File: config.mk
export PLATFORM = sky130hd
export DESIGN_NAME = regfile_wb_arbiter
export DESIGN_NICKNAME = d
export VERILOG_FILES = /design/src/rtl/regfile_wb_arbiter.sv
export SDC_FILE = /design/constraint.sdc
export NUM_CORES = 1
export LEC_CHECK = 0
export CORE_MARGIN = 5
export CORE_UTILIZATION = 37
export DETAILED_ROUTE_END_ITERATION = 10
export GPL_ROUTABILITY_DRIVEN = 0
export HOLD_SLACK_MARGIN = 0.02
export PLACE_DENSITY = 0.89
export RECOVER_POWER = 100
export SETUP_SLACK_MARGIN = 0.5
export SLEW_MARGIN = 20
export SYNTH_ARGS = -nofsm -noshare
export SYNTH_HDL_FRONTEND = slang
export SYNTH_SLANG_ARGS = --single-unit
File: constraint.sdc
create_clock -name clk -period 2.2 [get_ports clk]
set_clock_uncertainty 0.2 [all_clocks]
set_input_delay 0.22 -clock clk [delete_from_list [all_inputs] [get_ports clk]]
set_output_delay 0.22 -clock clk [all_outputs]
set_load 0.01 [all_outputs]
File: src/rtl/regfile_wb_arbiter.sv
// regfile_wb_arbiter: arbitrates the register-file write port between the
// pipeline writeback and a long-latency unit. It also tracks busy registers.
//
// Ports:
//   clk, rst                  clock, async active-high reset
//   pipe_en/addr/data         pipeline writeback (priority, never held off)
//   lu_valid/ready/addr/data  long-latency result handshake
//   issue_en/issue_addr       long-latency issue, reserves a register
//   rs_addr, rt_addr          decode source operands
//   dst_en, dst_addr          decode destination
//   stall                     freeze decode/issue
//   rd_en/rd_addr/rd_data     register-file write port
module regfile_wb_arbiter #(
   parameter int ADDR_SIZE    = 5,
   parameter int WORD_SIZE    = 32,
   parameter int STARVE_LIMIT = 8
) (
   input  logic                 clk,
   input  logic                 rst,
   input  logic                 pipe_en,
   input  logic [ADDR_SIZE-1:0] pipe_addr,
   input  logic [WORD_SIZE-1:0] pipe_data,
   input  logic                 lu_valid,
   output logic                 lu_ready,
   input  logic [ADDR_SIZE-1:0] lu_addr,
   input  logic [WORD_SIZE-1:0] lu_data,
   input  logic                 issue_en,
   input  logic [ADDR_SIZE-1:0] issue_addr,
   input  logic [ADDR_SIZE-1:0] rs_addr,
   input  logic [ADDR_SIZE-1:0] rt_addr,
   input  logic                 dst_en,
   input  logic [ADDR_SIZE-1:0] dst_addr,
   output logic                 stall,
   output logic                 rd_en,
   output logic [ADDR_SIZE-1:0] rd_addr,
   output logic [WORD_SIZE-1:0] rd_data
);

   localparam int NREG = 2 ** ADDR_SIZE;
   localparam int CW   = $clog2(STARVE_LIMIT + 1);
   localparam logic [CW-1:0] LAST = CW'(STARVE_LIMIT - 1);

   typedef enum logic {RUN, DRAIN} state_t;

   state_t          state;
   logic [CW-1:0]   wait_cnt;
   logic [NREG-1:0] busy;
   logic            hs;
   logic            haz;

   // Write mux. Outputs are forced quiet while reset is held.
   always_comb begin
      rd_en    = 1'b0;
      rd_addr  = '0;
      rd_data  = '0;
      lu_ready = 1'b0;
      if (!rst) begin
         lu_ready = !pipe_en;
         if (pipe_en) begin
            rd_en   = (pipe_addr != '0);
            rd_addr = pipe_addr;
            rd_data = pipe_data;
         end else if (lu_valid) begin
            rd_en   = (lu_addr != '0);
            rd_addr = lu_addr;
            rd_data = lu_data;
         end
      end
   end

   assign hs = lu_valid & lu_ready;

   assign haz = busy[rs_addr] | busy[rt_addr] | (dst_en & busy[dst_addr]);

   assign stall = !rst & (haz | (state == DRAIN));

   // Scoreboard: the set is applied last so it wins over a same-edge clear.
   always_ff @(posedge clk or posedge rst) begin
      if (rst) begin
         busy <= '0;
      end else begin
         if (hs) begin
            busy[lu_addr] <= 1'b0;
         end
         if (issue_en && issue_addr != '0) begin
            busy[issue_addr] <= 1'b1;
         end
      end
   end

   // Starvation guard: after STARVE_LIMIT refused cycles, force a stall
   // so the pipeline drains and the long-latency result gets the port.
   always_ff @(posedge clk or posedge rst) begin
      if (rst) begin
         state    <= RUN;
         wait_cnt <= '0;
      end else begin
         unique case (state)
            RUN: begin
               if (hs || !lu_valid) begin
                  wait_cnt <= '0;
               end else if (wait_cnt == LAST) begin
                  state    <= DRAIN;
                  wait_cnt <= '0;
               end else begin
                  wait_cnt <= wait_cnt + 1'b1;
               end
            end
            DRAIN: begin
               wait_cnt <= '0;
               if (hs) begin
                  state <= RUN;
               end
            end
            default: begin
               state    <= RUN;
               wait_cnt <= '0;
            end
         endcase
      end
   end

endmodule
==> flow_summary.yaml <==
status:
  status: "complete, but fails checks"
  violations: "negative setup slack"
die:
  die-area_um2: 9280
  core_region_area_um2: 7250
  die_w_um: 96.4
  die_y_um: 96.4
  ios: 140
  std_cell_rows: 31
  start_util_pct: 38.0
sta:
  fin_ws_ns: -0.506
  rsz0062_at_grt: "yes"
  period_share_pct: 123
  fin_setup_tns_ns: -1.01
  worst_pin_slew_ns: 0.888
  hold_viol_final: 0
  setup_viol: 13
  slew_viol_final: 0
  slew_headroom_pct: 40.8
  whs_ns: 0.105
  fin_crit_ns: 2.71
  max_freq_mhz: 370
yosys:
  ys_top_cells_by_area: "dfrtp_1, mux4_2, a22o_1"
  async_flop_share_pct: 100
  yosysTopAreaCellShare_pct: 33.6
  synth_edf_count: 0
  yosysSeqAreaShare_pct: 33.6
  syn_nets: 376
  synth_compound_area_share_pct: 28.1
  yosys_register_bits: 37
  synth_flop_cell: "dfrtp_1"
  yosys.area_share.xor_xnor_pct: 0.317
  yosysWarnings: 0
  synth_mux_area_share_pct: 21.4
  synth_top_family_by_area: "compound AO/OA/AOI/OAI gates"
  postSynthCellCount: 275
  synth.avg_cell_area_um2: 10.0
  yosys.area_share.adder_pct: 0.454
  yosys.area_share.simple_pct: 12.2
  synth_area_um2: 2760
  synth.largest_area_cell: "dfrtp_1"
  synth.distinct_cells: 42
detailed_routing:
  drc: 0
  routed_wl_mm: 12.2
  dr_total_vias: 3505
  initialDrtViolationCount: 344
  firstDrtPassIters: 5
  ant_nets: 0
  viasPerCell: 5.95
  routedWlPerCell_um: 20.8
grt:
  gr-total-overflow: 0
  antenna_found_initial: 0
  grt_pass1_wl_mm: 18.1
  grt_pass1_vias: 3621
  gr-usage-all-layers_pct: 25.9
  grt_max_degree: 38
critical_path:
  arrival_ns: 2.29
  path_cells: "mux4_2 > mux4_2 > a2111oi_4 > a31oi_1 > buf_2"
  startpoint_type: "flop"
  critPathSlowestCell: "mux4_2"
  crit_path_end_kind: "primary output"
  timing.critical_path.mode_cell: "mux4_2"
  cpPeakStageDelay_ns: 0.53
  crit_fanout: 2
  path_class: "reg -> out"
  cp.required_ns: 1.78
power_and_ir_drop:
  leakage_nw: 2.09
  pwr-share-seq_pct: 34.6
  p_clk_share_pct: 21.7
  switching_share_pct: 32.2
  comb_power_share_pct: 43.7
  p_switching_mw: 0.889
  power.density_nw_per_um2: 559
  ir_drop_mv: 0.286
  p_int_mw: 1.87
finish:
  multi_input_area_um2: 1790
  nFillCells: 535
  finalNonFillerCells: 589
  layout-drive-gt1-share_pct: 32.0
  utilization_pct: 68.1
  area_growth_pct: 79.1
  seq_area_um2: 926
  antennaDiodeCount: 0
  finalNetCount: 590
clocking:
  cts_tree: "yes"
  root_buffer: "clkbuf_8"
  cts.path.max_buffers: 2
  clk_pin_slew_ns: 0.08
  numCtsBuffers: 5
  insertion_delay_ns: 0.29
  htree_levels: 2
  cts_sinks: 37
worst_hold_path:
  min_path_type: "in -> reg"
place:
  hpwl_mm: 9.18
  place_inst: 555
  port_buffers: 139
  pre_cts_ws_ns: -1.05
job:
  cap_violations: 0
## worst max-delay path: cells and delay by family (launching register included)
family          cells  cell delay [ns]
buf+inv             1             0.16
compound gates      2             0.42
flops               1             0.40
mux                 2             1.01
## timing repair
| action | in CTS | in global routing |
|---|---|---|
| hold buffers | 1 | 0 |
| endpoints found under the setup margin | 72 | 56 |
| buffers inserted | 13 | 8 |
| pin swaps | 17 | 22 |
| cloned | 3 | 1 |
| gates resized for setup | 181 | 78 |
| hold endpoints to repair | 20 | 0 |
## cell type report
cell class / instances / share of cell area [%]
clock buffers: 5 / 1.39
flip-flops and latches: 37 / 18.7
multi-input cells: 212 / 36.3
inverters: 7 / 0.532
repair buffers: 226 / 39.6
well taps: 99 / 2.51
clock inverters: 3 / 0.937
## synth_stat cells (3+ instances only)
master / instances
o21ai_0: 62
a22o_1: 37
dfrtp_1: 37
mux4_2: 19
clkbuf_1: 12
nor2_1: 12
nand2_1: 9
inv_1: 7
nand3_1: 7
mux2i_1: 6
nand3b_1: 6
nor3_1: 6
nand2b_1: 5
a21oi_1: 4
nor2b_1: 4
buf_2: 3
mux4_1: 3
or3_1: 3
## state kept, by name (all words and copies together), names as in the netlist
name / count
busy: 32
wait_cnt: 4
state: 1
## per-stage QoR
step | total power, mW | instance area, µm²
2_1_floorplan | 1.42 | 2780
3_3_place_gp | 2.00 | 4670
3_5_place_dp | 2.08 | 4670
4_1_cts | 2.69 | 4970
5_1_grt | 2.89 | 4940
6_report | 2.76 | 4940
## per-layer routing
metal / vias to the layer above / GRT usage, % / wire length [µm]
met1: 1660 / 29.0 / 4360
li1: 1526 / - / -
met4: 0 / 11.4 / 579
met5: - / 0 / 0
met2: 255 / 45.7 / 6220
met3: 64 / 7.35 / 1080
## power by group through the flow
stage	combinational, mW	sequential (mW)	clock (mW)
2_1_floorplan	0.507	0.916	0
3_3_place_gp	1.06	0.938	0
3_5_place_dp	1.12	0.955	0
4_1_cts	1.16	0.939	0.593
5_1_grt	1.30	0.965	0.627
6_report	1.21	0.954	0.600
## final timing paths
kind | slack [ns] | startpoint | cells after the start | end
hold / removal | 0.11 | lu_valid | 4 | state
setup reg to reg | 0.74 | state | 2 | wait_cnt[0]
setup / recovery | -0.51 | busy[31] | 5 | stall
hold reg to reg | 0.29 | wait_cnt[0] | 1 | wait_cnt[0]
min in group asynchronous | 0.81 | rst | 5 | wait_cnt[1]
max in group asynchronous | 0.44 | rst | 5 | busy[16]
## logic make-up (layout without fill, tap and decap cells)
logic type      after synthesis  count (layout)
mux                          30              30
simple gates                 62              62
flops                        37              37
compound gates              118             118
xor+xnor                      1               1
buf+inv                      26             241
fa+ha+maj                     1               1
## cells in the final DEF, fill, tap and decap left out, drive strengths merged, types with 7 or more instances in the layout
| cell type | instances |
|---|---|
| nand3 | 7 |
| clkdlybuf4s50 | 88 |
| mux4 | 22 |
| nand2 | 9 |
| o21ai | 62 |
| dfrtp | 37 |
| clkbuf | 33 |
| a22o | 37 |
| buf | 93 |
| inv | 7 |
| nor2 | 12 |
Note: power is estimated with default switching activity, not from simulation.
